--- src/rtl/spi_master_seq_pkg.sv ---
// Shared types and constants for the SPI master transaction sequencer.
// Frame commands, state encodings and frame-word helpers.
package spi_master_seq_pkg;

   localparam int unsigned FRAME_W   = 10;
   localparam int unsigned DATA_W    = 8;
   localparam int unsigned BIT_CNT_W = 4;

   localparam logic [1:0] WR_ADDR = 2'b00;
   localparam logic [1:0] WR_DATA = 2'b01;
   localparam logic [1:0] RD_ADDR = 2'b10;
   localparam logic [1:0] RD_DATA = 2'b11;

   typedef enum logic [2:0] {
      M_IDLE,
      M_START,
      M_SHIFT,
      M_LATCH,
      M_WAIT_MISO,
      M_CAPTURE,
      M_GAP
   } m_state_t;

   typedef enum logic [1:0] {
      SQ_IDLE,
      SQ_FRAME1,
      SQ_GAP,
      SQ_FRAME2
   } seq_state_t;

   typedef enum logic {
      OP_WR = 1'b0,
      OP_RD = 1'b1
   } op_t;

   // Fields needed after the first frame has been launched.
   typedef struct packed {
      op_t              op;
      logic [DATA_W-1:0] wdata;
   } req_hold_t;

   function automatic int unsigned cnt_width(input int unsigned a, input int unsigned b);
      int unsigned m;
      m = (a > b) ? a : b;
      return int'($clog2(m + 1));
   endfunction

   function automatic logic [FRAME_W-1:0] make_frame(input logic [1:0] cmd,
                                                     input logic [DATA_W-1:0] payload);
      return {cmd, payload};
   endfunction

endpackage

--- src/rtl/spi_frame_engine.sv ---
// Runs a single 10-bit SPI slave frame: select, command dwell, shift, latch,
// and for RD_DATA frames the delayed 8-bit MISO capture.
module spi_frame_engine
   import spi_master_seq_pkg::*;
#(
   parameter int unsigned MISO_START = 3,
   parameter int unsigned CNT_W      = 2
) (
   input  logic               clk,
   input  logic               rst_n,
   input  logic               i_start,
   input  logic [FRAME_W-1:0] i_word,
   input  logic               i_is_rd_data,
   input  logic               i_miso,
   output logic               o_ss_n,
   output logic               o_mosi,
   output logic [DATA_W-1:0]  o_cap_data,
   output logic               o_frame_done_c
);

   m_state_t             r_state;
   logic [FRAME_W-1:0]   r_shift;
   logic [BIT_CNT_W-1:0] r_bits;
   logic [CNT_W-1:0]     r_wait;
   logic                 r_is_rd;
   logic [DATA_W-1:0]    r_cap;
   logic                 r_ss_n;
   logic                 r_mosi;
   logic [DATA_W-1:0]    r_cap_data;

   // High on the last low cycle of the frame; SS_n rises on the following cycle.
   assign o_frame_done_c = ((r_state == M_LATCH) && !r_is_rd) ||
                           ((r_state == M_CAPTURE) && (r_bits == '0));

   assign o_ss_n     = r_ss_n;
   assign o_mosi     = r_mosi;
   assign o_cap_data = r_cap_data;

   always_ff @(posedge clk) begin
      if (!rst_n) begin
         r_state    <= M_IDLE;
         r_shift    <= '0;
         r_bits     <= '0;
         r_wait     <= '0;
         r_is_rd    <= 1'b0;
         r_cap      <= '0;
         r_ss_n     <= 1'b1;
         r_mosi     <= 1'b0;
         r_cap_data <= '0;
      end else begin
         case (r_state)
            M_IDLE: begin
               if (i_start) begin
                  r_state <= M_START;
                  r_shift <= i_word;
                  r_is_rd <= i_is_rd_data;
                  r_ss_n  <= 1'b0;
                  r_mosi  <= i_word[FRAME_W-1];
                  r_bits  <= BIT_CNT_W'(1);
               end
            end
            M_START: begin
               if (r_bits != '0) begin
                  r_bits <= r_bits - BIT_CNT_W'(1);
               end else begin
                  r_state <= M_SHIFT;
                  r_mosi  <= r_shift[FRAME_W-1];
                  r_shift <= {r_shift[FRAME_W-2:0], 1'b0};
                  r_bits  <= BIT_CNT_W'(FRAME_W - 1);
               end
            end
            M_SHIFT: begin
               if (r_bits != '0) begin
                  r_mosi  <= r_shift[FRAME_W-1];
                  r_shift <= {r_shift[FRAME_W-2:0], 1'b0};
                  r_bits  <= r_bits - BIT_CNT_W'(1);
               end else begin
                  r_state <= M_LATCH;
                  r_mosi  <= 1'b0;
               end
            end
            M_LATCH: begin
               if (!r_is_rd) begin
                  r_state <= M_IDLE;
                  r_ss_n  <= 1'b1;
               end else if (MISO_START > 1) begin
                  r_state <= M_WAIT_MISO;
                  r_wait  <= CNT_W'(MISO_START - 2);
               end else begin
                  r_state <= M_CAPTURE;
                  r_bits  <= BIT_CNT_W'(DATA_W - 1);
               end
            end
            M_WAIT_MISO: begin
               if (r_wait != '0) begin
                  r_wait <= r_wait - CNT_W'(1);
               end else begin
                  r_state <= M_CAPTURE;
                  r_bits  <= BIT_CNT_W'(DATA_W - 1);
               end
            end
            M_CAPTURE: begin
               r_cap <= {r_cap[DATA_W-2:0], i_miso};
               if (r_bits != '0) begin
                  r_bits <= r_bits - BIT_CNT_W'(1);
               end else begin
                  r_state    <= M_IDLE;
                  r_ss_n     <= 1'b1;
                  r_cap_data <= {r_cap[DATA_W-2:0], i_miso};
               end
            end
            default: r_state <= M_IDLE;
         endcase
      end
   end

endmodule

--- src/rtl/spi_master_seq.sv ---
// Host-side SPI sequencer: turns one read/write request into an address frame
// followed by a data frame, with a fixed SS_n-high gap between them.
module spi_master_seq
   import spi_master_seq_pkg::*;
#(
   parameter int unsigned GAP_CYCLES = 2,
   parameter int unsigned MISO_START = 3
) (
   input  logic       clk,
   input  logic       rst_n,
   input  logic       req_valid,
   output logic       req_ready,
   input  logic       req_op,
   input  logic [7:0] req_addr,
   input  logic [7:0] req_wdata,
   output logic       done,
   output logic [7:0] rdata,
   output logic       busy,
   output logic       SS_n,
   output logic       MOSI,
   input  logic       MISO
);

   localparam int unsigned CNT_W = cnt_width(GAP_CYCLES, MISO_START);

   seq_state_t         r_state;
   req_hold_t          r_req;
   logic [CNT_W-1:0]   r_gap;
   logic               r_done;
   logic               r_busy;

   logic               w_accept;
   logic               w_start;
   logic               w_frame_done;
   logic               w_is_rd_data;
   logic [FRAME_W-1:0] w_first_word;
   logic [FRAME_W-1:0] w_second_word;
   logic [FRAME_W-1:0] w_word;
   logic [DATA_W-1:0]  w_cap_data;

   // Ready is withheld during the done cycle so consecutive transactions keep an SS_n gap.
   assign req_ready = (r_state == SQ_IDLE) && !r_done;
   assign w_accept  = req_valid && req_ready;

   // The address frame launches straight from the request inputs on the accepting edge.
   assign w_first_word  = make_frame((op_t'(req_op) == OP_RD) ? RD_ADDR : WR_ADDR, req_addr);
   assign w_second_word = (r_req.op == OP_RD) ? make_frame(RD_DATA, 8'h00)
                                              : make_frame(WR_DATA, r_req.wdata);
   assign w_word        = w_accept ? w_first_word : w_second_word;
   assign w_is_rd_data  = !w_accept && (r_req.op == OP_RD);
   assign w_start       = w_accept || ((r_state == SQ_GAP) && (r_gap == '0));

   assign done  = r_done;
   assign busy  = r_busy;
   assign rdata = w_cap_data;

   always_ff @(posedge clk) begin
      if (!rst_n) begin
         r_state <= SQ_IDLE;
         r_req   <= '0;
         r_gap   <= '0;
         r_done  <= 1'b0;
         r_busy  <= 1'b0;
      end else begin
         r_done <= 1'b0;
         case (r_state)
            SQ_IDLE: begin
               if (w_accept) begin
                  r_state     <= SQ_FRAME1;
                  r_req.op    <= op_t'(req_op);
                  r_req.wdata <= req_wdata;
                  r_busy      <= 1'b1;
               end
            end
            SQ_FRAME1: begin
               if (w_frame_done) begin
                  r_state <= SQ_GAP;
                  r_gap   <= CNT_W'(GAP_CYCLES - 1);
               end
            end
            SQ_GAP: begin
               if (r_gap != '0) begin
                  r_gap <= r_gap - CNT_W'(1);
               end else begin
                  r_state <= SQ_FRAME2;
               end
            end
            SQ_FRAME2: begin
               if (w_frame_done) begin
                  r_state <= SQ_IDLE;
                  r_busy  <= 1'b0;
                  r_done  <= 1'b1;
               end
            end
            default: r_state <= SQ_IDLE;
         endcase
      end
   end

   spi_frame_engine #(
      .MISO_START (MISO_START),
      .CNT_W      (CNT_W)
   ) u_frame (
      .clk            (clk),
      .rst_n          (rst_n),
      .i_start        (w_start),
      .i_word         (w_word),
      .i_is_rd_data   (w_is_rd_data),
      .i_miso         (MISO),
      .o_ss_n         (SS_n),
      .o_mosi         (MOSI),
      .o_cap_data     (w_cap_data),
      .o_frame_done_c (w_frame_done)
   );

endmodule
--- config.mk ---
export PLATFORM = sky130hd
export DESIGN_NAME = spi_master_seq
export DESIGN_NICKNAME = d
export VERILOG_FILES = /design/src/rtl/spi_master_seq_pkg.sv /design/src/rtl/spi_frame_engine.sv /design/src/rtl/spi_master_seq.sv
export SDC_FILE = /design/constraint.sdc
export NUM_CORES = 1
export LEC_CHECK = 0
export BUFFER_PORTS_ARGS = -buffer_cell sky130_fd_sc_hd__clkbuf_2
export CORE_MARGIN = 2
export CORE_UTILIZATION = 60
export CTS_CLUSTER_DIAMETER = 200
export DETAILED_ROUTE_END_ITERATION = 10
export PLACE_DENSITY = 0.93
export SKIP_CTS_REPAIR_TIMING = 1
export SLEW_MARGIN = 20
export SYNTH_ARGS = -nofsm -noshare
export SYNTH_HDL_FRONTEND = slang
export SYNTH_SLANG_ARGS = --single-unit
export TNS_END_PERCENT = 50
--- constraint.sdc ---
create_clock -name clk -period 4.7 [get_ports clk]
set_input_delay 0.705 -clock clk [delete_from_list [all_inputs] [get_ports clk]]
set_output_delay 0.705 -clock clk [all_outputs]
set_load 0.01 [all_outputs]
==> metrics.log, run 1 <==
[metrics] status: finished, final reports clean
[metrics] Bufs on Longest Clock Path: 2
[metrics] number of inserted diodes: 0
[metrics] setup repair after global routing missed its margin: false
[metrics] Post-DRT Antenna Nets: 0
[metrics] H-tree levels: 2
[metrics] average footprint of a synthesized cell: 8.24 µm²
[metrics] Skew-Pair Late Insertion Delay: 320 ps
[metrics] flop and latch count out of synthesis: 52
[metrics] data required time at the worst endpoint: 4870 ps
[metrics] worst-case hold slack: 460 ps
[metrics] static leakage: 0.00119 µW
[metrics] share of async-settable or async-resettable flops after synthesis: 0%
[metrics] final weighted congestion in routability-driven placement: 0.842
[metrics] pwr/cell area: 573 nW/µm²
[metrics] instance count of the mapped netlist: 325
[metrics] startpoint kind of the worst setup timing path: register
[metrics] critical path capture point type: register
[metrics] TritonCTS Sinks: 52
[metrics] height of the die: 70.8 µm
[metrics] syn nets: 355
[metrics] total wire length: 5.65 mm
[metrics] CTS tree: built
[metrics] fillcell total: 352
[metrics] most used flip-flop cell after synthesis: sky130_fd_sc_hd__dfxtp_1
[metrics] count of vias placed by the detailed router: 2376
[metrics] slew at the pin closest to its max-slew limit: 1030 ps
[metrics] total power: 1670 µW
[metrics] launch instance of the worst register-to-register path: r_state[0]$_SDFFE_PN0P_
[metrics] post-synthesis instance area: 2680 µm²
[metrics] initial drt markers: 151
[metrics] worst reg2reg setup slack: 2040 ps
[metrics] peak clock frequency supported by timing: 375 MHz
[metrics] Critical Setup Path Class: reg -> reg
[metrics] number of unique standard cell types used by synthesis: 58
[metrics] Seq/Total Area, Yosys: 38.9%
[metrics] number of buffers created by CTS: 5
[metrics] Die Outline Area: 5020 µm²
[metrics] post-DR wirelength/cell: 14.2 µm
[metrics] MaxCap Viol Count: 0
[metrics] nets: 375
[metrics] largest net degree at the start of global routing: 36
[metrics] wire length of the first global-routing pass: 9.35 mm
[metrics] Starting Density: 62.0%
[metrics] headroom to the max-slew limit: 31.4%
[metrics] total negative slack for setup checks: 0 ps
[metrics] max-slew violation count: 0
[metrics] Hold Violations, Final: 0
[metrics] number of top-level design ports: 34
[metrics] placeable core region: 4320 µm²
[metrics] number of global-route vias before repair: 2120
[metrics] overall overflow remaining after global route: 0
[metrics] clock-pin slew of the registers on the worst-case setup and hold paths: 110 ps
[metrics] total of buffers placed on input and output ports: 33
[metrics] Critical Path Fanout Max: 29
[metrics] IR drop worst, VDD: 0.000315 V
[metrics] number of endpoints failing setup at the final stage: 0
[metrics] reg-to-reg endpoint: u_frame.r_shift[3]$_SDFFE_PN0P_
[metrics] path class of the lowest-slack min-delay path: reg -> reg
[metrics] fraction of layout instances using a drive strength above 1: 16.2%
[metrics] minimum period implied by the final worst setup slack: 2660 ps
[metrics] area added between synthesis and finish: 8.87%
[metrics] logic depth of the worst register-to-register path: 6
[metrics] Synthesis Warnings: 0
[metrics] hold path start: r_req[2]$_SDFFE_PN0P_
[metrics] master cell of the clock root buffer: sky130_fd_sc_hd__clkbuf_8
[metrics] WHS Path Cells: 2
[metrics] share of the clock period used by the worst path after layout: 56.7%
[metrics] number of antenna violations at the first check in global routing: 0
[metrics] worst hold path endpoint: r_req[2]$_SDFFE_PN0P_
[metrics] start point of the critical path: r_state[0]$_SDFFE_PN0P_
[metrics] Util after Layout: 67.4%
[metrics] post-DP HPWL: 3.83 mm
[metrics] overall routing resource usage: 23.2%
[metrics] number of flops mapped to enable cells by yosys: 0
[metrics] average via count per standard cell: 5.97
[metrics] iteration count of the initial detailed-routing pass: 5
[metrics] horizontal die dimension: 70.8 µm
[metrics] worst-case clock skew: 15.9 ps
[metrics] Arrival @ worst endpoint: 2840 ps
[metrics] number of DRC violations after detailed routing: 0
[metrics] number of core rows: 24
[where the power goes]
part / total, µW / switching (µW) / leakage, µW / internal [µW]
registers: 621 / 87.5 / 0.000424 / 533
clock network: 280 / 167 / 0.0000511 / 113
logic: 771 / 439 / 0.000718 / 332
[worst max path at each step]
stage	end
global placement	u_frame.r_shift[8]$_SDFFE_PN0P_
detailed placement	u_frame.r_shift[8]$_SDFFE_PN0P_
global route	u_frame.r_shift[7]$_SDFFE_PN0P_
CTS	u_frame.r_shift[8]$_SDFFE_PN0P_
floorplan	u_frame.r_shift[1]$_SDFFE_PN0P_
finish	u_frame.r_shift[3]$_SDFFE_PN0P_
[cells in the final DEF, fill, tap and decap left out, types with 2 or more instances in the layout]
| master | n |
|---|---|
| sky130_fd_sc_hd__nand2_1 | 56 |
| sky130_fd_sc_hd__dfxtp_1 | 52 |
| sky130_fd_sc_hd__clkbuf_2 | 33 |
| sky130_fd_sc_hd__a21oi_1 | 29 |
| sky130_fd_sc_hd__nor2_1 | 28 |
| sky130_fd_sc_hd__inv_1 | 17 |
| sky130_fd_sc_hd__mux2i_1 | 10 |
| sky130_fd_sc_hd__ha_1 | 9 |
| sky130_fd_sc_hd__o21ai_0 | 8 |
| sky130_fd_sc_hd__o311a_1 | 7 |
| sky130_fd_sc_hd__o32ai_1 | 7 |
| sky130_fd_sc_hd__nand2b_1 | 6 |
| sky130_fd_sc_hd__nor3_1 | 5 |
| sky130_fd_sc_hd__clkbuf_8 | 5 |
| sky130_fd_sc_hd__nand3b_1 | 4 |
| sky130_fd_sc_hd__or2_2 | 4 |
| sky130_fd_sc_hd__o21a_1 | 4 |
| sky130_fd_sc_hd__nor4_1 | 4 |
| sky130_fd_sc_hd__nor2b_1 | 3 |
| sky130_fd_sc_hd__or3_1 | 3 |
| sky130_fd_sc_hd__a211oi_1 | 3 |
| sky130_fd_sc_hd__or3b_2 | 2 |
| sky130_fd_sc_hd__and3_1 | 2 |
| sky130_fd_sc_hd__mux2_2 | 2 |
| sky130_fd_sc_hd__and2_1 | 2 |
| sky130_fd_sc_hd__xnor2_1 | 2 |
| sky130_fd_sc_hd__nand4_1 | 2 |
| sky130_fd_sc_hd__a21boi_0 | 2 |
| sky130_fd_sc_hd__a31oi_1 | 2 |
| sky130_fd_sc_hd__o22ai_1 | 2 |
| sky130_fd_sc_hd__inv_6 | 2 |
[state kept, by name, indices dropped and copies added, names as in the netlist]
| register | flops |
|---|---|
| busy | 1 |
| done | 1 |
| r_gap | 2 |
| r_req | 9 |
| r_state | 2 |
| u_frame.o_cap_data | 8 |
| u_frame.o_mosi | 1 |
| u_frame.o_ss_n | 1 |
| u_frame.r_bits | 4 |
| u_frame.r_cap | 7 |
| u_frame.r_is_rd | 1 |
| u_frame.r_shift | 10 |
| u_frame.r_state | 3 |
| u_frame.r_wait | 2 |
[per-layer routing]
metal	vias up	global-route usage, %	wire, µm
li1	1186	-	-
met1	1115	30.4	2510
met2	66	36.3	2700
met3	9	4.99	316
met4	0	11.3	118
met5	-	0	0
[critical path: stages, from the launching register on]
cell,delay [ps]
sky130_fd_sc_hd__dfxtp_1,360
sky130_fd_sc_hd__inv_1,120
sky130_fd_sc_hd__ha_1,260
sky130_fd_sc_hd__and3b_1,870
sky130_fd_sc_hd__o32ai_2,250
sky130_fd_sc_hd__nor2_1,490
sky130_fd_sc_hd__o32ai_1,150
[area by class of cell]
cell class                      instances  area, µm²  area share [%]
Clock buffer                            5       68.8            2.36
Sequential cell                        52       1040            35.7
Tap cell                               52       65.1            2.23
Timing Repair Buffer                   33        165            5.66
Multi-Input combinational cell        235       1480            50.8
Inverter                               18       67.6            2.32
Clock inverter                          3       28.8           0.987
[metrics by stage]
step / area (µm²) / setup slack [ps] / std cells
3_5_place_dp: 2820 / 2030 / 390
2_1_floorplan: 2680 / 2840 / 325
5_1_grt: 2920 / 1840 / 398
4_1_cts: 2920 / 2060 / 398
3_3_place_gp: 2820 / 2080 / 390
6_report: 2920 / 2040 / 398
[synthesized netlist by cell type, drive strengths merged (2+ instances only)]
cell    count  area share [%]
a31oi       2            0.47
nand2      56             7.8
nand4       2            0.47
a21boi      2            0.56
a21oi      29             5.4
xnor2       2            0.65
and3        2            0.47
and2        3            0.70
o21a        4             1.1
ha          9             4.2
o311a       7             2.6
o22ai       2            0.47
mux2i      10             3.7
or3b        3            0.98
o32ai       8             2.9
or2         4            0.93
nor4        4            0.93
nor2b       3            0.70
clkbuf      8             1.1
nor3b       2            0.75
o21ai       9             1.8
nand2b      6             1.4
dfxtp      52              39
nor2       29             4.2
inv        17             2.4
nand3b      4             1.1
a211oi      3            0.84
buf        12             2.2
or3         3            0.70
mux2        2            0.84
nor3        5            0.93
[logic make-up after synthesis]
| logic type | share of synthesized area, % |
|---|---|
| AO/OA/AOI/OAI | 20.1 |
| XOR/XNOR | 0.981 |
| adder cells (fa/ha/maj) | 4.20 |
| buffers and inverters | 5.89 |
| flip-flops | 38.9 |
| multiplexers | 4.58 |
| AND/OR/NAND/NOR | 25.4 |
(Power assumes the default switching activity.)
==> inputs of run 2 (changes only) <==
--- a/config.mk
+++ b/config.mk
@@ -5,12 +5,13 @@
 export SDC_FILE = /design/constraint.sdc
 export NUM_CORES = 1
 export LEC_CHECK = 0
+export ABC_AREA = 1
 export BUFFER_PORTS_ARGS = -buffer_cell sky130_fd_sc_hd__clkbuf_2
 export CORE_MARGIN = 2
-export CORE_UTILIZATION = 60
+export CORE_UTILIZATION = 58
 export CTS_CLUSTER_DIAMETER = 200
 export DETAILED_ROUTE_END_ITERATION = 10
-export PLACE_DENSITY = 0.93
+export PLACE_DENSITY = 0.91
 export SKIP_CTS_REPAIR_TIMING = 1
 export SLEW_MARGIN = 20
 export SYNTH_ARGS = -nofsm -noshare
==> constraint.sdc (replaced) <==
create_clock -name clk -period 2.7 [get_ports clk]
set_input_delay 0.405 -clock clk [delete_from_list [all_inputs] [get_ports clk]]
set_output_delay 0.405 -clock clk [all_outputs]
set_load 0.01 [all_outputs]
==> metrics.log, run 2 <==
[metrics] minimum setup slack after placement: 763 ps (-1270 ps)
[metrics] horizontal die dimension: 72.6 µm (+2.5%)
[metrics] static leakage: 0.00143 µW (+20%)
[metrics] Hold Violations, Final: 0 (unchanged)
[metrics] dominant cell by count in the synthesized netlist: sky130_fd_sc_hd__nand2_1
[metrics] library cell with the largest summed area after synthesis: sky130_fd_sc_hd__dfxtp_1
[metrics] instance count of the mapped netlist: 414 (+27%)
[metrics] post-synthesis instance area: 2730 µm² (+1.8%)
[metrics] wire length of the first global-routing pass: 9.76 mm (+4.4%)
[metrics] pwr/cell area: 1060 nW/µm² (+84%)
[metrics] Starting Density: 61.4% (-0.58 points)
[metrics] max-slew violation count: 0 (unchanged)
[metrics] number of inserted diodes: 0 (unchanged)
[metrics] Sequential Power Share: 32.6% (-4.5 points)
[metrics] total negative slack for setup checks: 0 ps (unchanged)
[metrics] worst-case clock skew: 5.95 ps (-9.92 ps)
[metrics] top cells by instance count after synthesis: 109 x sky130_fd_sc_hd__nand2_1, 65 x sky130_fd_sc_hd__nor2_1, 52 x sky130_fd_sc_hd__dfxtp_1
[metrics] share of async-settable or async-resettable flops after synthesis: 0% (unchanged)
[metrics] headroom to the max-slew limit: 50.1% (+19 points)
[metrics] Sw Ratio: 45.0% (+3.5 points)
[metrics] average footprint of a synthesized cell: 6.59 µm² (-20%)
[metrics] most frequent standard cell in the layout excluding fill and tap cells: sky130_fd_sc_hd__nand2_1
[metrics] setup repair after global routing missed its margin: false
[metrics] number of top-level design ports: 34 (unchanged)
[metrics] worst-case hold slack: 317 ps (-143 ps)
[metrics] number of global-route vias before repair: 2288 (+7.9%)
[metrics] overall routing resource usage: 22.9% (-0.29 points)
[metrics] path class of the lowest-slack min-delay path: in -> reg
[metrics] fraction of layout instances using a drive strength above 1: 13.2% (-3.0 points)
[metrics] number of buffers created by CTS: 5 (unchanged)
[metrics] H-tree levels: 2 (unchanged)
[metrics] number of core rows: 24 (unchanged)
[metrics] total wire length: 5.65 mm (about the same)
[metrics] number of unique standard cell types used by synthesis: 29 (-50%)
[metrics] initial drt markers: 118 (-22%)
[metrics] flop and latch count out of synthesis: 52 (unchanged)
[metrics] area added between synthesis and finish: 9.95%
[metrics] final weighted congestion in routability-driven placement: 0.864 (+2.5%)
[metrics] largest net degree at the start of global routing: 30 (-17%)
[metrics] Critical Setup Path Class: reg -> out
[metrics] average via count per standard cell: 5.11 (-14%)
[metrics] Most flops, register: u_frame.r_shift
[metrics] number of endpoints failing setup at the final stage: 0 (unchanged)
[metrics] area used by multi-input combinational logic: 1410 µm² (-4.6%)
[metrics] number of DRC violations after detailed routing: 0 (unchanged)
[metrics] flip-flop count of the largest register, all copies and words added: 10 (unchanged)
[metrics] number of antenna violations at the first check in global routing: 0 (unchanged)
[metrics] Skew-Pair Late Insertion Delay: 310 ps (about the same)
[metrics] height of the die: 72.6 µm (+2.5%)
[metrics] iteration count of the initial detailed-routing pass: 4 (-1)
[metrics] P_int: 1740 µW (+78%)
[metrics] Synthesis Warnings: 0 (unchanged)
[metrics] placeable core region: 4440 µm² (+2.8%)
[metrics] Critical Path Fanout Max: 8 (-72%)
[metrics] most area-consuming cells after synthesis: sky130_fd_sc_hd__dfxtp_1 38%, sky130_fd_sc_hd__nand2_1 15%, sky130_fd_sc_hd__nor2_1 8.9%
[metrics] data required time at the worst endpoint: 2300 ps (-2570 ps)
[metrics] PnR worst setup slack: 624 ps (-1410 ps)
[metrics] post-DR wirelength/cell: 11.5 µm (-19%)
[metrics] share of the clock period used by the worst path after layout: 76.9%
[metrics] minimum period implied by the final worst setup slack: 2080 ps
[metrics] total of buffers placed on input and output ports: 33 (unchanged)
[metrics] master cell of the clock root buffer: sky130_fd_sc_hd__clkbuf_8
[metrics] overall overflow remaining after global route: 0 (unchanged)
[metrics] status: finished, final reports clean
[metrics] slew at the pin closest to its max-slew limit: 747 ps (-281 ps)
[metrics] clock-pin slew of the registers on the worst-case setup and hold paths: 90 ps (-20 ps)
[metrics] total power: 3170 µW (+90%)
[metrics] clock group share of total power: 17.2% (+0.5 points)
[metrics] critical path capture point type: primary output
[metrics] peak clock frequency supported by timing: 482 MHz
[metrics] share of the synthesized area in the top cell type: 38.2% (-0.70 points)
[metrics] Util after Layout: 67.5% (about the same)
[metrics] commonest cells after routing, fill and taps aside: 109 x sky130_fd_sc_hd__nand2_1, 65 x sky130_fd_sc_hd__nor2_1, 52 x sky130_fd_sc_hd__dfxtp_1
[metrics] IR drop worst, VDD: 0.000500 V (+59%)
[metrics] Seq/Total Area, Yosys: 38.2% (-0.70 points)
[metrics] most used flip-flop cell after synthesis: sky130_fd_sc_hd__dfxtp_1
[metrics] count of vias placed by the detailed router: 2516 (+5.9%)
[metrics] net load switching power: 1430 µW (+110%)
[metrics] post-DP HPWL: 4.21 mm (+9.8%)
[metrics] CTS tree: built
[metrics] fraction of power consumed by combinational cells: 50.2% (+4.1 points)
[metrics] syn nets: 444 (+25%)
[metrics] fillcell total: 370 (+5.1%)
[metrics] MaxCap Viol Count: 0 (unchanged)
[metrics] Seq. cell area: 1040 µm² (unchanged)
[metrics] Post-DRT Antenna Nets: 0 (unchanged)
[metrics] startpoint kind of the worst setup timing path: register
[metrics] TritonCTS Sinks: 52 (unchanged)
[metrics] nets: 469 (+25%)
[metrics] Die Outline Area: 5270 µm² (+5.0%)
[metrics] Arrival @ worst endpoint: 1670 ps (-1170 ps)
[metrics] Bufs on Longest Clock Path: 2 (unchanged)
[metrics] number of flops mapped to enable cells by yosys: 0 (unchanged)
run 2: stage by stage:
step	cell area, µm²	instances
after floorplan	2730	414
after global placement	2880	484
after detailed placement	2880	484
after CTS	3000	492
after global routing	3000	492
final	3000	492
run 2: critical path, cell delays in order, from the launching register on:
cell	delay, ps
sky130_fd_sc_hd__dfxtp_1	350
sky130_fd_sc_hd__inv_1	110
sky130_fd_sc_hd__ha_1	220
sky130_fd_sc_hd__inv_1	60
sky130_fd_sc_hd__nor2_1	390
sky130_fd_sc_hd__clkbuf_2	220
run 2: kinds of logic (layout without fill, tap and decap cells):
| group | Yosys count | in the layout | synth area share [%] |
|---|---|---|---|
| buffers and inverters | 67 | 93 | 10.0 |
| AO/OA/AOI/OAI | 58 | 58 | 11.7 |
| adder cells (fa/ha/maj) | 9 | 9 | 4.13 |
| AND/OR/NAND/NOR | 227 | 227 | 35.6 |
| XOR/XNOR | 1 | 1 | 0.321 |
| flip-flops | 52 | 52 | 38.2 |
run 2: path summary, 6_finish.rpt:
path	slack, ps	startpoint	cells after the start	end
max	620	r_state[0]$_SDFFE_PN0P_	5	req_ready
min	320	req_wdata[3]	3	r_req[3]$_SDFFE_PN0P_
max reg2reg	740	r_state[0]$_SDFFE_PN0P_	9	u_frame.r_shift[8]$_SDFFE_PN0P_
min reg2reg	470	u_frame.r_wait[0]$_SDFFE_PN0P_	1	u_frame.r_wait[0]$_SDFFE_PN0P_
run 2: cell type report:
class                   instances  share of cell area, %
inverters                      52                   6.68
repair buffers                 33                   5.51
flip-flops and latches         52                   34.7
well taps                      52                   2.17
clock inverters                 3                   1.54
clock buffers                   5                   2.29
multi-input cells             295                   47.1
run 2: power groups by stage:
stage | combinational, µW | sequential [µW] | clock (µW)
after global placement | 1520 | 1040 | 0
final | 1590 | 1030 | 546
after floorplan | 1320 | 1020 | 0
after global routing | 1850 | 1060 | 584
after CTS | 1580 | 1030 | 552
after detailed placement | 1570 | 1050 | 0
run 2: per-layer routing:
layer / wire length, µm / vias to the layer above / track usage (%)
li1: - / 1349 / -
met1: 2680 / 1122 / 30.7
met2: 2710 / 38 / 36.5
met3: 182 / 7 / 4.97
met4: 77 / 0 / 8.02
met5: 0 / - / 0
==> inputs of run 3 (changes only) <==
==> constraint.sdc (replaced) <==
create_clock -name clk -period 2 [get_ports clk]
set_input_delay 0.3 -clock clk [delete_from_list [all_inputs] [get_ports clk]]
set_output_delay 0.3 -clock clk [all_outputs]
set_load 0.01 [all_outputs]
==> metrics.log, run 3 (synthesis gave the netlist of run 2 again) <==
[metrics] status: finished, final reports clean
[metrics] master cell of the clock root buffer: sky130_fd_sc_hd__clkbuf_8
[metrics] data required time at the worst endpoint: 1700 ps (-600 ps)
[metrics] critical path capture point type: primary output
[metrics] net load switching power: 1960 µW (+38%)
[metrics] Die Outline Area: 5270 µm² (unchanged)
[metrics] number of buffers created by CTS: 5 (unchanged)
[metrics] total wire length: 5.80 mm (+2.7%)
[metrics] number of top-level design ports: 34 (unchanged)
[metrics] setup repair after global routing missed its margin: false
[metrics] Util after Layout: 68.6% (+1.2 points)
[metrics] WHS Path Cells: 3 (unchanged)
[metrics] Skew-Pair Late Insertion Delay: 300 ps (about the same)
[metrics] area used by multi-input combinational logic: 1420 µm² (+0.71%)
[metrics] total of buffers placed on input and output ports: 33 (unchanged)
[metrics] average via count per standard cell: 5.23 (+2.3%)
[metrics] Critical Setup Path Class: reg -> out
[metrics] number of core rows: 24 (unchanged)
[metrics] Hold Violations, Final: 0 (unchanged)
[metrics] slowest CP cell: sky130_fd_sc_hd__dfxtp_1
[metrics] Critical Path Fanout Max: 8 (unchanged)
[metrics] clock group share of total power: 16.4% (-0.8 points)
[metrics] Bufs on Longest Clock Path: 2 (unchanged)
[metrics] worst-case clock skew: 5.22 ps (-0.733 ps)
[metrics] number of DRC violations after detailed routing: 0 (unchanged)
[metrics] sequence of cells on the critical path: inv_1 > ha_1 > inv_1 > nor2_2 > clkbuf_2
[metrics] CTS tree: built
[metrics] number of endpoints failing setup at the final stage: 0 (unchanged)
[metrics] static leakage: 0.00146 µW (+2.0%)
[metrics] initial drt markers: 182 (+54%)
[metrics] number of inserted diodes: 0 (unchanged)
[metrics] nets: 475 (+1.3%)
[metrics] most frequent standard cell in the layout excluding fill and tap cells: sky130_fd_sc_hd__nand2_1
[metrics] overall routing resource usage: 23.2% (+0.31 points)
[metrics] pwr/cell area: 1420 nW/µm² (+35%)
[metrics] number of antenna violations at the first check in global routing: 0 (unchanged)
[metrics] number of global-route vias before repair: 2476 (+8.2%)
[metrics] overall overflow remaining after global route: 0 (unchanged)
[metrics] slowest stage delay, CP: 350 ps (-40 ps)
[metrics] P_int: 2380 µW (+37%)
[metrics] wire length of the first global-routing pass: 9.97 mm (+2.2%)
[metrics] critical path depth in cells: 5 (unchanged)
[metrics] TritonCTS Sinks: 52 (unchanged)
[metrics] post-DR wirelength/cell: 11.7 µm (+1.5%)
[metrics] Arrival @ worst endpoint: 1540 ps (-130 ps)
[metrics] final weighted congestion in routability-driven placement: 0.894 (+3.5%)
[metrics] number of non-filler instances in the completed layout: 498 (+1.2%)
[metrics] Most flops, register: u_frame.r_shift
[metrics] flip-flop count of the largest register, all copies and words added: 10 (unchanged)
[metrics] minimum period implied by the final worst setup slack: 1840 ps
[metrics] iteration count of the initial detailed-routing pass: 5 (+1)
[metrics] placeable core region: 4440 µm² (unchanged)
[metrics] kind of cell adding the most delay to the critical path: buffers and inverters
[metrics] startpoint kind of the worst setup timing path: register
[metrics] Seq. cell area: 1040 µm² (unchanged)
[metrics] max-slew violation count: 0 (unchanged)
[metrics] IR drop worst, VDD: 0.000788 V (+57%)
[metrics] largest net degree at the start of global routing: 29 (-3.3%)
[metrics] peak clock frequency supported by timing: 542 MHz
[metrics] share of the clock period used by the worst path after layout: 92.2%
[metrics] worst path buffer plus inverter count: 3 (unchanged)
[metrics] Sw Ratio: 45.2% (+0.13 points)
[metrics] H-tree levels: 2 (unchanged)
[metrics] Post-DRT Antenna Nets: 0 (unchanged)
[metrics] Sequential Power Share: 32.1% (-0.5 points)
[metrics] Starting Density: 61.4% (unchanged)
[metrics] post-DP HPWL: 4.26 mm (+1.2%)
[metrics] path class of the lowest-slack min-delay path: in -> reg
[metrics] horizontal die dimension: 72.6 µm (unchanged)
[metrics] headroom to the max-slew limit: 73.1% (+23 points)
[metrics] logic depth of the worst register-to-register path: 10 (+1)
[metrics] area added between synthesis and finish: 11.8%
[metrics] clock-pin slew of the registers on the worst-case setup and hold paths: 90 ps (about the same)
[metrics] cell total after placement: 490 (+1.2%)
[metrics] count of vias placed by the detailed router: 2605 (+3.5%)
[metrics] Worst path most repeated cell: sky130_fd_sc_hd__inv_1
[metrics] MaxCap Viol Count: 0 (unchanged)
[metrics] slew at the pin closest to its max-slew limit: 402 ps (-346 ps)
[metrics] total negative slack for setup checks: 0 ps (unchanged)
[metrics] fraction of power consumed by combinational cells: 51.5% (+1.3 points)
[metrics] fraction of layout instances using a drive strength above 1: 14.6% (+1.4 points)
[metrics] fillcell total: 357 (-3.5%)
[metrics] commonest cells after routing, fill and taps aside: 109 x sky130_fd_sc_hd__nand2_1, 64 x sky130_fd_sc_hd__nor2_1, 52 x sky130_fd_sc_hd__dfxtp_1
[metrics] height of the die: 72.6 µm (unchanged)
-- run 3: layout make-up --
cell class | count | share of cell area (%)
timing repair buffer | 39 | 6.89
multi-input combinational | 295 | 46.6
tap | 52 | 2.13
clock buffer | 5 | 2.26
sequential | 52 | 34.1
clock inverter | 3 | 1.39
inverter | 52 | 6.56
-- run 3: power groups by stage --
stage / clock network [µW] / registers, µW / logic (µW)
after detailed placement: 0 / 1420 / 2170
after CTS: 724 / 1390 / 2190
after global routing: 752 / 1420 / 2580
final: 712 / 1400 / 2240
after floorplan: 0 / 1370 / 1780
after global placement: 0 / 1410 / 2090
-- run 3: path summary, 6_finish.rpt --
| path | startpoint | end | slack (ps) |
|---|---|---|---|
| worst min-delay path | req_wdata[4] | r_req[4]$_SDFFE_PN0P_ | 220 |
| worst min register to register | u_frame.r_cap[0]$_SDFFE_PN0P_ | u_frame.r_cap[0]$_SDFFE_PN0P_ | 470 |
| worst max register to register | r_state[0]$_SDFFE_PN0P_ | u_frame.r_shift[6]$_SDFFE_PN0P_ | 240 |
| worst max-delay path | r_state[0]$_SDFFE_PN0P_ | req_ready | 160 |
-- run 3: metrics by stage --
step                      hold slack (ps)  instance area (µm²)  worst slack (ps)  power [µW]
after floorplan                       422                 2730               482        3150
after global placement                433                 2930               292        3500
after detailed placement              456                 2930               204        3590
after CTS                             217                 3040              81.4        4310
after global routing                  223                 3050              4.72        4760
final                                 224                 3050               156        4350
-- run 3: per-layer routing --
metal	vias up	wire, µm	GRT usage (%)
met2	79	2800	40.0
met1	1151	2640	28.1
li1	1367	-	-
met3	8	284	4.56
met4	0	78	9.67
met5	-	0	0
-- run 3: worst register-to-register path, delay by kind of cell, from the launching register on --
family | cells | cell delay (ps)
adder cells (fa/ha/maj) | 1 | 280
buffers and inverters | 2 | 190
flip-flops | 1 | 390
AND/OR/NAND/NOR | 7 | 820
